==> config.mk <==
export PLATFORM = sky130hd
export DESIGN_NAME = forward_ctrl_flat
export DESIGN_NICKNAME = d
export VERILOG_FILES = /design/src/rtl/forward_ctrl_pkg.sv /design/src/rtl/forward_ctrl_if.sv /design/src/rtl/forward_ctrl_fwd_sel.sv /design/src/rtl/forward_ctrl.sv /design/src/flat_wrapper.sv
export SDC_FILE = /design/constraint.sdc
export NUM_CORES = 1
export LEC_CHECK = 0
export BUFFER_PORTS_ARGS = -buffer_cell sky130_fd_sc_hd__buf_4
export CAP_MARGIN = 0
export CORE_MARGIN = 3
export CORE_UTILIZATION = 40
export DETAILED_ROUTE_END_ITERATION = 16
export PLACE_DENSITY = 0.66
export SYNTH_ARGS = -nofsm -noshare
export SYNTH_HDL_FRONTEND = slang
export SYNTH_SLANG_ARGS = --single-unit
==> constraint.sdc <==
create_clock -name clk -period 3.1 [get_ports clk]
set_clock_uncertainty 0.15 [all_clocks]
set_input_delay 0.62 -clock clk [delete_from_list [all_inputs] [get_ports clk]]
set_output_delay 0.62 -clock clk [all_outputs]
set_load 0.01 [all_outputs]
==> src/rtl/forward_ctrl_pkg.sv <==
// Shared constants and types for the decode-stage hazard/forwarding controller.
package forward_ctrl_pkg;

  localparam int REG_ADDR_W_DFLT = 3;
  localparam int CNT_W_DFLT      = 16;

  // Operand mux select encodings
  localparam logic [1:0] FWD_RF  = 2'b00;
  localparam logic [1:0] FWD_EX  = 2'b01;
  localparam logic [1:0] FWD_MEM = 2'b10;
  localparam logic [1:0] FWD_WB  = 2'b11;

  typedef enum logic [1:0] {
    ST_RUN        = 2'd0,
    ST_LOAD_STALL = 2'd1,
    ST_FLUSH      = 2'd2
  } state_t;

endpackage

==> src/rtl/forward_ctrl_if.sv <==
// Decode-side bundle: instruction fields in, forwarding selects and pipeline control out.
interface forward_ctrl_if
  import forward_ctrl_pkg::*;
#(
  parameter int REG_ADDR_W = REG_ADDR_W_DFLT,
  parameter int CNT_W      = CNT_W_DFLT
);
  logic                  id_valid;
  logic [REG_ADDR_W-1:0] id_rs1;
  logic [REG_ADDR_W-1:0] id_rs2;
  logic                  id_rs1_used;
  logic                  id_rs2_used;
  logic [REG_ADDR_W-1:0] id_rd;
  logic                  id_reg_wr;
  logic                  id_mem_rd;
  logic                  id_branch_taken;
  logic [1:0]            fwd_a;
  logic [1:0]            fwd_b;
  logic                  stall;
  logic                  flush_if;
  logic [CNT_W-1:0]      stall_count;

  modport master (
    output id_valid, id_rs1, id_rs2, id_rs1_used, id_rs2_used,
           id_rd, id_reg_wr, id_mem_rd, id_branch_taken,
    input  fwd_a, fwd_b, stall, flush_if, stall_count
  );

  modport slave (
    input  id_valid, id_rs1, id_rs2, id_rs1_used, id_rs2_used,
           id_rd, id_reg_wr, id_mem_rd, id_branch_taken,
    output fwd_a, fwd_b, stall, flush_if, stall_count
  );
endinterface

==> src/rtl/forward_ctrl_fwd_sel.sv <==
// Per-operand forwarding select: youngest matching writer wins, a load still in EX
// cannot forward and is reported as a load-use hazard instead.
module fwd_sel
  import forward_ctrl_pkg::*;
#(
  parameter int REG_ADDR_W = REG_ADDR_W_DFLT
) (
  input  logic [REG_ADDR_W-1:0] src,
  input  logic                  src_used,
  input  logic [REG_ADDR_W-1:0] ex_dst,
  input  logic                  ex_wr,
  input  logic                  ex_load,
  input  logic [REG_ADDR_W-1:0] mem_dst,
  input  logic                  mem_wr,
  input  logic [REG_ADDR_W-1:0] wb_dst,
  input  logic                  wb_wr,
  output logic [1:0]            sel,
  output logic                  load_haz
);

  logic live;
  logic hit_ex;
  logic hit_mem;
  logic hit_wb;

  // R0 is hardwired to zero, so it never needs forwarding
  assign live    = src_used && (src != '0);
  assign hit_ex  = live && ex_wr  && (ex_dst  == src);
  assign hit_mem = live && mem_wr && (mem_dst == src);
  assign hit_wb  = live && wb_wr  && (wb_dst  == src);

  // Priority select; a load in EX leaves the mux on the register file for the bubble cycle
  always_comb begin
    sel      = FWD_RF;
    load_haz = 1'b0;
    if (hit_ex && ex_load) begin
      load_haz = 1'b1;
    end else if (hit_ex) begin
      sel = FWD_EX;
    end else if (hit_mem) begin
      sel = FWD_MEM;
    end else if (hit_wb) begin
      sel = FWD_WB;
    end
  end

endmodule

==> src/rtl/forward_ctrl.sv <==
// Hazard and forwarding controller beside the decode stage.
//
//   state         | meaning
//   --------------+------------------------------------------------------
//   ST_RUN        | normal issue
//   ST_LOAD_STALL | one bubble was inserted; decode re-evaluates held instr
//   ST_FLUSH      | fetch after a taken branch was squashed; EX gets a bubble
module forward_ctrl
  import forward_ctrl_pkg::*;
#(
  parameter int REG_ADDR_W = REG_ADDR_W_DFLT,
  parameter int CNT_W      = CNT_W_DFLT
) (
  input logic          clk,
  input logic          reset,
  forward_ctrl_if.slave bus
);

  state_t state, state_nxt;

  // Shadow pipeline; only EX needs the load flag since only EX can cause a hazard
  logic [REG_ADDR_W-1:0] ex_dst, mem_dst, wb_dst;
  logic                  ex_wr, mem_wr, wb_wr;
  logic                  ex_load;

  logic [1:0]       sel_a, sel_b;
  logic             haz_a, haz_b;
  logic             hazard;
  logic             branch;
  logic [CNT_W-1:0] stall_cnt;

  fwd_sel #(.REG_ADDR_W(REG_ADDR_W)) u_sel_a (
    .src      (bus.id_rs1),
    .src_used (bus.id_rs1_used),
    .ex_dst   (ex_dst),
    .ex_wr    (ex_wr),
    .ex_load  (ex_load),
    .mem_dst  (mem_dst),
    .mem_wr   (mem_wr),
    .wb_dst   (wb_dst),
    .wb_wr    (wb_wr),
    .sel      (sel_a),
    .load_haz (haz_a)
  );

  fwd_sel #(.REG_ADDR_W(REG_ADDR_W)) u_sel_b (
    .src      (bus.id_rs2),
    .src_used (bus.id_rs2_used),
    .ex_dst   (ex_dst),
    .ex_wr    (ex_wr),
    .ex_load  (ex_load),
    .mem_dst  (mem_dst),
    .mem_wr   (mem_wr),
    .wb_dst   (wb_dst),
    .wb_wr    (wb_wr),
    .sel      (sel_b),
    .load_haz (haz_b)
  );

  assign hazard = bus.id_valid && (haz_a || haz_b);
  assign branch = bus.id_valid && bus.id_branch_taken;

  // Decode-cycle outputs; a stall defers the branch so it re-resolves with forwarded operands
  always_comb begin
    bus.stall    = hazard;
    bus.flush_if = branch && !hazard;
    bus.fwd_a    = bus.id_valid ? sel_a : FWD_RF;
    bus.fwd_b    = bus.id_valid ? sel_b : FWD_RF;
  end

  assign bus.stall_count = stall_cnt;

  // State register
  always_ff @(posedge clk) begin
    if (reset) state <= ST_RUN;
    else       state <= state_nxt;
  end

  // Next-state logic
  always_comb begin
    state_nxt = state;
    case (state)
      ST_RUN: begin
        if (hazard)      state_nxt = ST_LOAD_STALL;
        else if (branch) state_nxt = ST_FLUSH;
      end
      ST_LOAD_STALL: state_nxt = ST_RUN;
      ST_FLUSH:      state_nxt = ST_RUN;
      default:       state_nxt = ST_RUN;
    endcase
  end

  // Shadow pipeline advance; stalled, invalid or squashed decode slots enter EX as bubbles
  always_ff @(posedge clk) begin
    if (reset) begin
      ex_dst  <= '0;
      ex_wr   <= 1'b0;
      ex_load <= 1'b0;
      mem_dst <= '0;
      mem_wr  <= 1'b0;
      wb_dst  <= '0;
      wb_wr   <= 1'b0;
    end else begin
      wb_dst  <= mem_dst;
      wb_wr   <= mem_wr;
      mem_dst <= ex_dst;
      mem_wr  <= ex_wr;
      if (bus.id_valid && !hazard && (state != ST_FLUSH)) begin
        ex_dst  <= bus.id_rd;
        ex_wr   <= bus.id_reg_wr;
        ex_load <= bus.id_mem_rd;
      end else begin
        ex_dst  <= '0;
        ex_wr   <= 1'b0;
        ex_load <= 1'b0;
      end
    end
  end

  // Saturating stall-cycle counter
  always_ff @(posedge clk) begin
    if (reset) begin
      stall_cnt <= '0;
    end else if (hazard && (stall_cnt != '1)) begin
      stall_cnt <= stall_cnt + 1'b1;
    end
  end

endmodule
==> src/flat_wrapper.sv <==
// flat-port wrapper written by rule: the top's interface ports become plain ports
module forward_ctrl_flat import forward_ctrl_pkg::*;
#(
  parameter int REG_ADDR_W = REG_ADDR_W_DFLT,
  parameter int CNT_W      = CNT_W_DFLT
)
  (clk, reset, bus_id_valid, bus_id_rs1, bus_id_rs2, bus_id_rs1_used, bus_id_rs2_used, bus_id_rd, bus_id_reg_wr, bus_id_mem_rd, bus_id_branch_taken, bus_fwd_a, bus_fwd_b, bus_stall, bus_flush_if, bus_stall_count);
  forward_ctrl_if #(.REG_ADDR_W(REG_ADDR_W), .CNT_W(CNT_W)) bus_i ();
  input logic clk;
  input logic reset;
  input wire logic [$bits(bus_i.id_valid)-1:0] bus_id_valid;
  input wire logic [$bits(bus_i.id_rs1)-1:0] bus_id_rs1;
  input wire logic [$bits(bus_i.id_rs2)-1:0] bus_id_rs2;
  input wire logic [$bits(bus_i.id_rs1_used)-1:0] bus_id_rs1_used;
  input wire logic [$bits(bus_i.id_rs2_used)-1:0] bus_id_rs2_used;
  input wire logic [$bits(bus_i.id_rd)-1:0] bus_id_rd;
  input wire logic [$bits(bus_i.id_reg_wr)-1:0] bus_id_reg_wr;
  input wire logic [$bits(bus_i.id_mem_rd)-1:0] bus_id_mem_rd;
  input wire logic [$bits(bus_i.id_branch_taken)-1:0] bus_id_branch_taken;
  output wire logic [$bits(bus_i.fwd_a)-1:0] bus_fwd_a;
  output wire logic [$bits(bus_i.fwd_b)-1:0] bus_fwd_b;
  output wire logic [$bits(bus_i.stall)-1:0] bus_stall;
  output wire logic [$bits(bus_i.flush_if)-1:0] bus_flush_if;
  output wire logic [$bits(bus_i.stall_count)-1:0] bus_stall_count;
  assign bus_i.id_valid = bus_id_valid;
  assign bus_i.id_rs1 = bus_id_rs1;
  assign bus_i.id_rs2 = bus_id_rs2;
  assign bus_i.id_rs1_used = bus_id_rs1_used;
  assign bus_i.id_rs2_used = bus_id_rs2_used;
  assign bus_i.id_rd = bus_id_rd;
  assign bus_i.id_reg_wr = bus_id_reg_wr;
  assign bus_i.id_mem_rd = bus_id_mem_rd;
  assign bus_i.id_branch_taken = bus_id_branch_taken;
  assign bus_fwd_a = bus_i.fwd_a;
  assign bus_fwd_b = bus_i.fwd_b;
  assign bus_stall = bus_i.stall;
  assign bus_flush_if = bus_i.flush_if;
  assign bus_stall_count = bus_i.stall_count;
  forward_ctrl #(.REG_ADDR_W(REG_ADDR_W), .CNT_W(CNT_W)) u_core (.clk(clk), .reset(reset), .bus(bus_i));
endmodule
Word level (Yosys, flattened, before mapping). Index checks and enable logic that the tools add are counted.

Register bits: 31. Input port bits: 17. Output and inout bits: 22. Word-level logic and storage cells: 66.

Add/subtract/negate cells: 1. Eq/ne operators: 8. Mux-type cells: 14. Bitwise gates (word level): 2. Reductions and logical operators: 31.

Operators with widths (count): 1-bit logical AND (22); 2-bit 2-to-1 mux (10); 3-bit equality test (6); 16-bit by 1-bit adder with 16-bit output (second input constant) (1); 16-bit != test (second input constant) (1); 3-bit nonzero test (2); 1-bit 2-to-1 mux (4); 2-bit OR reduction (2); 3-bit OR reduction (1); 2-bit zero test (1); 2-bit != test (second input constant) (1); 1-bit NOT (2); 2-bit nonzero test (1); 1-bit zero test (1); 1-bit logical OR (1).

Longest topological paths before layout. Gate-level depths: netlist of run 1.

Depth after elaboration: 13. Gate-level depth with buffers: 8. Mapped depth without buffers: 6.

By module. Synthesis of run 1 repeated with hierarchy kept, for this count alone.

Cell total of the unflattened synthesis: 180. Area total of the unflattened synthesis: 1604.0 um2.

Modules (own cells, without submodules): forward_ctrl (instances 1, cells each 140, area each 1291.2 um2, seq. area each 620.6 um2); fwd_sel (instances 2, cells each 20, area each 156.4 um2, seq. area each 0.0 um2).

Worst setup path before layout of run 1. Ideal clock, no wire load.

Path kind: input to output. Start: input port bus_id_rs1[2]. End: output port bus_flush_if. Arrival time: 1862 ps. Required time: 2330 ps. Slack: 468 ps. Stages on the path: 7. Buffers on the path: 2. Cell sequence: buf_6 > xor2_1 > a2111oi_4 > a22oi_1 > buf_6 > nand2b_1 > and3_1.

Word-level cells in the longest chain between the ends: 10. Elaborated cells between the ends (all ways): 11. Classes of those cells: 1 x eq/ne; 1 x mux; 9 x reduce/logical.

RTL lines: from (decl) (line flat_wrapper.sv:12) `input wire logic [$bits(bus_i.id_rs1)-1:0] bus_id_rs1;`; 3-bit nonzero test (line forward_ctrl_fwd_sel.sv:27) `assign live = src_used && (src != '0);`; 1-bit logical AND (line forward_ctrl_fwd_sel.sv:27); 1-bit logical AND (line forward_ctrl_fwd_sel.sv:28) `assign hit_ex = live && ex_wr && (ex_dst == src);`; 1-bit logical AND (*) (line forward_ctrl_fwd_sel.sv:28); 1-bit logical AND (*) (line forward_ctrl_fwd_sel.sv:36) `if (hit_ex && ex_load) begin`; 1-bit 2-to-1 mux (*) (line forward_ctrl_fwd_sel.sv:36); 1-bit logical OR (*) (line forward_ctrl.sv:60) `assign hazard = bus.id_valid && (haz_a || haz_b);`; 1-bit logical AND (*) (line forward_ctrl.sv:60); 1-bit zero test (*) (line forward_ctrl.sv:66) `bus.flush_if = branch && !hazard;`; 1-bit logical AND (*) (line forward_ctrl.sv:66); to (decl) (line flat_wrapper.sv:23) `output wire logic [$bits(bus_i.flush_if)-1:0] bus_flush_if;`.

Every way passes the cells marked *; elsewhere a longest branch is shown, timed or not.

Final worst setup path of run 1.
Start: input port bus_id_rs2[1]. End: output port bus_fwd_b[0].

Word-level cells in the longest chain between the ends: 9. Elaborated cells between the ends (all ways): 17. Classes of those cells: 3 x eq/ne; 5 x mux; 9 x reduce/logical.

RTL lines: from (decl) (line flat_wrapper.sv:13) `input wire logic [$bits(bus_i.id_rs2)-1:0] bus_id_rs2;`; 3-bit nonzero test (line forward_ctrl_fwd_sel.sv:27); 1-bit logical AND (line forward_ctrl_fwd_sel.sv:27); 1-bit logical AND (2 in a row) (line forward_ctrl_fwd_sel.sv:30) `assign hit_wb = live && wb_wr && (wb_dst == src);`; 2-bit 2-to-1 mux (line forward_ctrl_fwd_sel.sv:42) `end else if (hit_wb) begin`; 2-bit 2-to-1 mux (line forward_ctrl_fwd_sel.sv:40) `end else if (hit_mem) begin`; 2-bit 2-to-1 mux (line forward_ctrl_fwd_sel.sv:38) `end else if (hit_ex) begin`; 2-bit 2-to-1 mux (*) (line forward_ctrl_fwd_sel.sv:36); 2-bit 2-to-1 mux (*) (line forward_ctrl.sv:68) `bus.fwd_b = bus.id_valid ? sel_b : FWD_RF;`; to (decl) (line flat_wrapper.sv:21) `output wire logic [$bits(bus_i.fwd_b)-1:0] bus_fwd_b;`.

Marked as above.

==> results.yml, run 1 <==
clock_tree:
  cts-buffers-inserted: 5
  worstSkewPairLatency_ps: 280
  cts-htree-levels: 2
  cts_max_path_buffers: 2
  clock-sinks: 31
  cts_tree: "done"
  cts_post_setup_buffers_inserted: 0
  clk_transition_reported_paths_ps: 70
  cts_hold_buf: 0
  clock-root-buffer: "sky130_fd_sc_hd__clkbuf_8"
  cts.repair.resized: 0
synth:
  synth_cells: 206
  synth.most_common_cell: "sky130_fd_sc_hd__dfxtp_1"
  synth.top_cells.by_count: "sky130_fd_sc_hd__dfxtp_1 (31), sky130_fd_sc_hd__nor2_1 (21), sky130_fd_sc_hd__nor2b_1 (15), sky130_fd_sc_hd__nand2_1 (12), sky130_fd_sc_hd__xnor2_1 (11)"
  synth_edf_count: 0
  postSynthNetCount: 224
  synth.lib_cells_used.distinct: 42
  synthFlopType: "sky130_fd_sc_hd__dfxtp_1"
  largest_area_contributor_in_the_synthesized_netlist: "sky130_fd_sc_hd__dfxtp_1"
  yosys_warnings: 0
  synth_top_cell_area_share_pct: 35.45
  netlist_area_um2: 1750
  ys_ff_latch: 31
  syn_avg_cell_area_um2: 8.497
  postSynth.asyncResetShare_pct: 0
  synth.yosys.seq_area_share_pct: 35.45
  synth.top_cells.by_area: "sky130_fd_sc_hd__dfxtp_1 (35%), sky130_fd_sc_hd__xnor2_1 (5.5%), sky130_fd_sc_hd__nor2b_1 (5.4%)"
grt:
  grt.met1_usage_pct: 23.04
  globalRoute.totalOverflow: 0
  grt_first_pass_wirelength_um: 6499
  grt_util_met3_pct: 4.155
  grt_busiest_layer: "met1"
  first_global_vias: 1389
  global_route.usage.met2_pct: 21.74
  grt_usage_pct: 15.67
  grt_start_max_net_pins: 36
  antenna_found_initial: 0
final_layout:
  drive_above_1_share_pct: 23.77
  final_nets: 261
  layout.cell_area.non_filler_um2: 2156
  areaGrowthSynthToFinish_pct: 23.16
  area_of_the_multi_input_gates_um2: 1046
  num_antenna_cells: 0
  fill_cells: 406
  final_core_util_pct: 52.39
  seq_cell_area_um2: 620.6
detailed_routing:
  total_wire_length_um: 3913
  vias: 1547
  route.detailed.drc: 0
  drt_first_pass_iters: 4
  detail_route.vias_per_cell: 5.262
  dr.first_iter.drc_count: 104
  routed_wl_per_cell_um: 13.31
  ant_nets: 0
sta:
  final_period_util_pct: 88.46
  max_slew_headroom_pct: 67.53
  timing.final.max_slew_violations: 0
  timing.setup.tns_ps: 0
  fin_crit_ps: 2742
  holdWs_ps: 336.1
  achievable-frequency_ghz: 0.3647
  final-setup-viol-count: 0
  worst_pin_slew_ps: 483.0
  final_hold_viol_count: 0
  grt_setup_unrepaired: "false"
setup_path:
  slowest_delay_ps: 460
  worst_path_most_repeated_cell: "sky130_fd_sc_hd__buf_4"
  cp.required_ps: 2330
  worstPathCellList: "buf_4 -> o31ai_1 -> nor3_1 -> nand3_1 -> nor4b_1 -> o21a_1 -> buf_4"
  endpoint_kind: "output port"
  path_buf_inv: 2
  crit_type: "input port to output port"
  crit_fanout: 5
  cp-start-kind: "input port"
  path_delay_family: "compound AO/OA/AOI/OAI gates"
  worstPathArrival_ps: 1970
  crit_path_top_delay_cell: "sky130_fd_sc_hd__o31ai_1"
placement:
  dp_hpwl_um: 2937
  place.gp.congestion: 0.8864
  numPortBuffers: 38
  post_dp_cell_area_um2: 2056
die:
  floorplan.core_area_um2: 4115
  die_height_um: 72.15
  io_pins: 39
  initial_core_util_pct: 42.54
  die_x_um: 72.15
  placementRows: 23
  die_area_um2: 5206
power_and_ir_drop:
  power.static_leakage_uw: 0.0008261
  power.combinational.fraction_pct: 8.2
  power.net_switching_uw: 184.7
  total_power_uw: 823.5
  internal_power_uw: 638.8
  p_clk_share_pct: 42.1
  power.sequential.fraction_pct: 49.7
  netSwitchingFraction_pct: 22.43
  vdd_ir_drop_max_v: 0.0001824
  pwr_density_cell_nw_per_um2: 382.0
flow_run:
  cap_viol_max_count: 0
min_path:
  hp-class: "flop to flop"
status:
  outcome: "complete, no violations"
## layer usage
| layer | vias up | wire length [um] | share of wire (%) |
|---|---|---|---|
| met2 | 37 | 1644 | 42 |
| met3 | 4 | 192 | 4.9 |
| li1 | 806 | - | - |
| met4 | 0 | 43 | 1.1 |
| met1 | 700 | 2032 | 52 |
| met5 | - | 0 | 0 |
## cell families after synthesis
family                   share of synthesized area (%)
AO/OA/AOI/OAI                                    10.79
XOR/XNOR                                         8.506
adder cells (fa/ha/maj)                         0.7147
buffers and inverters                            4.789
flip-flops                                       35.45
multiplexers                                     5.718
AND/OR/NAND/NOR                                  34.02
## power by group through the flow
stage          registers (uW)  clock network, uW  logic, uW
2_1_floorplan             417                  0       43.6
3_5_place_dp              418                  0       66.9
5_1_grt                   410                373       74.6
3_3_place_gp              418                  0       66.7
6_report                  409                347       67.5
4_1_cts                   409                359       67.1
## worst paths after layout
| path | startpoint | endpoint | slack, ps | cells after the start |
|---|---|---|---|---|
| max reg2reg | u_core.ex_dst[1] | u_core.bus.stall_count[8] | 890 | 6 |
| min reg2reg | u_core.ex_wr | u_core.mem_wr | 340 | 1 |
| max | bus_id_rs2[1] | bus_fwd_b[0] | 360 | 7 |
| min | u_core.ex_wr | u_core.mem_wr | 340 | 1 |
## layout by cell type, fill, tap and decap left out, types with 3 or more instances in the layout
cell type / instances
sky130_fd_sc_hd__nand3_1: 7
sky130_fd_sc_hd__xnor2_1: 11
sky130_fd_sc_hd__nor2b_1: 15
sky130_fd_sc_hd__and2_1: 7
sky130_fd_sc_hd__nor2_1: 21
sky130_fd_sc_hd__inv_1: 5
sky130_fd_sc_hd__clkbuf_8: 7
sky130_fd_sc_hd__buf_4: 41
sky130_fd_sc_hd__nand2b_1: 3
sky130_fd_sc_hd__xor2_1: 6
sky130_fd_sc_hd__and4_1: 4
sky130_fd_sc_hd__nand2_1: 12
sky130_fd_sc_hd__nand4_1: 9
sky130_fd_sc_hd__o21ai_0: 4
sky130_fd_sc_hd__nor3_1: 9
sky130_fd_sc_hd__dfxtp_1: 31
sky130_fd_sc_hd__and3_1: 5
sky130_fd_sc_hd__nor4_1: 6
sky130_fd_sc_hd__mux2_2: 6
sky130_fd_sc_hd__a21oi_1: 5
sky130_fd_sc_hd__o31ai_1: 4
## area by class of cell
cell class / count / area share, %
Sequential cell: 31 / 28.79
Timing Repair Buffer: 41 / 14.28
Inverter: 5 / 0.8706
Clock buffer: 8 / 4.643
Multi-Input combinational cell: 159 / 48.52
Tap cell: 50 / 2.902
## through the flow
step	setup WS, ps	instances
after CTS	364.5	294
final	357.7	294
after detailed placement	365.2	286
after global placement	404.7	286
after global routing	177.1	294
after floorplan	467.6	206
## registers in the layout, indices dropped and copies added (netlist names)
signal,cells
u_core.state,2
u_core.mem_dst,3
u_core.ex_dst,3
u_core.bus.stall_count,16
u_core.ex_load,1
u_core.wb_dst,3
u_core.mem_wr,1
u_core.ex_wr,1
u_core.wb_wr,1
No activity file was read; power rests on OpenSTA's default activity.
==> inputs of run 2 (changes only) <==
--- a/config.mk
+++ b/config.mk
@@ -8,9 +8,9 @@
 export BUFFER_PORTS_ARGS = -buffer_cell sky130_fd_sc_hd__buf_4
 export CAP_MARGIN = 0
 export CORE_MARGIN = 3
-export CORE_UTILIZATION = 40
+export CORE_UTILIZATION = 53
 export DETAILED_ROUTE_END_ITERATION = 16
-export PLACE_DENSITY = 0.66
+export PLACE_DENSITY = 0.82
 export SYNTH_ARGS = -nofsm -noshare
 export SYNTH_HDL_FRONTEND = slang
 export SYNTH_SLANG_ARGS = --single-unit
==> run 2 against run 1 <==
Net effect: first-iteration DRC count is 20% higher; highest routed layer unchanged; largest cell class unchanged; global-route usage up 4.6 points; setup slack lost 38 ps.
==> results.yml, run 2 (synthesis results as in run 1) <==
die:
  initial_core_util_pct: 56.41
  die_area_um2: 4028
  die_height_um: 63.47
  placementRows: 20
  die_x_um: 63.47
  floorplan.core_area_um2: 3103
  io_pins: 39
power_and_ir_drop:
  power.net_switching_uw: 180.6
  power.static_leakage_uw: 0.0008077
  internal_power_uw: 569.4
  p_clk_share_pct: 36.4
  vdd_ir_drop_max_v: 0.0002974
  pwr_density_cell_nw_per_um2: 355.5
  netSwitchingFraction_pct: 24.08
  power.combinational.fraction_pct: 9.1
  total_power_uw: 750.0
  power.sequential.fraction_pct: 54.6
clock_tree:
  worstSkewPairLatency_ps: 340
  clk_transition_reported_paths_ps: 110
  cts_max_path_buffers: 2
  clock-sinks: 31
  cts_tree: "done"
  cts_hold_buf: 0
  cts-buffers-inserted: 5
  clock-root-buffer: "sky130_fd_sc_hd__clkbuf_4"
  cts_post_setup_buffers_inserted: 0
  cts.repair.resized: 0
  cts-htree-levels: 2
final_layout:
  largest_register_ff_count: 16
  final_nets: 260
  fill_cells: 292
  seq_cell_area_um2: 620.6
  num_antenna_cells: 0
  areaGrowthSynthToFinish_pct: 20.51
  most_frequent_cells_in_the_layout: "sky130_fd_sc_hd__buf_4 (40), sky130_fd_sc_hd__dfxtp_1 (31), sky130_fd_sc_hd__nor2_1 (21)"
  final_core_util_pct: 67.98
  mostFrequentLayoutCell: "sky130_fd_sc_hd__buf_4"
  drive_above_1_share_pct: 23.46
  area_of_the_multi_input_gates_um2: 1046
setup_path:
  crit_type: "input port to output port"
  endpoint_kind: "output port"
  setup.reg_to_reg.worst_slack_ps: 800
  cp-start-kind: "input port"
  cp.required_ps: 2330
  crit_fanout: 5
  timing.critical_path.from: "bus_id_rs2[1]"
  worstPathArrival_ps: 2010
  reg2reg_from: "u_core.bus.stall_count[0]"
detailed_routing:
  dr.first_iter.drc_count: 125
  routed_wl_per_cell_um: 13.94
  route.detailed.drc: 0
  drt_first_pass_iters: 4
  ant_nets: 0
  vias: 1625
  detail_route.vias_per_cell: 5.662
  total_wire_length_um: 4001
sta:
  final_period_util_pct: 89.69
  grt_setup_unrepaired: "false"
  final_hold_viol_count: 0
  timing.final.max_slew_violations: 0
  worst_pin_slew_ps: 776.5
  max_slew_headroom_pct: 47.80
  timing.setup.tns_ps: 0
  achievable-frequency_ghz: 0.3597
  final-setup-viol-count: 0
  fin_crit_ps: 2780
grt:
  grt_first_pass_wirelength_um: 6561
  globalRoute.totalOverflow: 0
  first_global_vias: 1430
  grt_start_max_net_pins: 36
  antenna_found_initial: 0
  grt_usage_pct: 20.28
min_path:
  hp-class: "flop to flop"
  holdCritStartpoint: "u_core.ex_wr"
placement:
  numPortBuffers: 38
  dp_hpwl_um: 2992
  place.gp.congestion: 0.9918
flow_run:
  cap_viol_max_count: 0
status:
  outcome: "complete, no violations"
==> run 2: final timing paths <==
check | end | cells after the start
worst min-delay path | u_core.mem_wr | 1
worst min register to register | u_core.mem_wr | 1
worst max-delay path | bus_fwd_b[0] | 7
worst max register to register | u_core.bus.stall_count[3] | 5
==> run 2: final cells by class <==
class | instances | area share [%]
inverter | 5 | 0.8897
sequential | 31 | 29.42
clock buffer | 8 | 3.262
tap | 44 | 2.610
multi-input combinational | 159 | 49.58
timing repair buffer | 40 | 14.23
==> run 2: power groups by stage <==
| stage | Clock [uW] | Sequential, uW | Combinational [uW] |
|---|---|---|---|
| finish | 273 | 409 | 68.1 |
| floorplan | 0 | 417 | 43.6 |
| CTS | 276 | 409 | 67.7 |
| detailed placement | 0 | 418 | 67.6 |
| global placement | 0 | 418 | 65.8 |
| global route | 295 | 410 | 73.9 |
==> run 2: routing by layer <==
metal	vias to the layer above	GRT usage [%]	part of all wire, %
met5	-	0	0
met4	0	8.895	2.0
met3	12	4.813	6.9
met2	63	28.55	43
met1	746	29.09	48
li1	804	-	-
==> run 2: through the flow <==
stage / hold slack, ps / setup WS [ps] / cell area [um^2] / instances
finish: 335.4 / 319.7 / 2110 / 287
global route: 333.2 / 240.8 / 2110 / 287
CTS: 334.9 / 361.1 / 2110 / 287
detailed placement: 336.9 / 371.1 / 2041 / 279
global placement: 335.2 / 436.2 / 2041 / 279
floorplan: 302.8 / 467.6 / 1750 / 206
==> run 2: critical path, stage by stage <==
cell                      delay, ps
sky130_fd_sc_hd__buf_4          140
sky130_fd_sc_hd__o31ai_1        470
sky130_fd_sc_hd__nor3_1         140
sky130_fd_sc_hd__nand3_1        120
sky130_fd_sc_hd__nor4b_1        240
sky130_fd_sc_hd__o21a_1         160
sky130_fd_sc_hd__buf_4          120
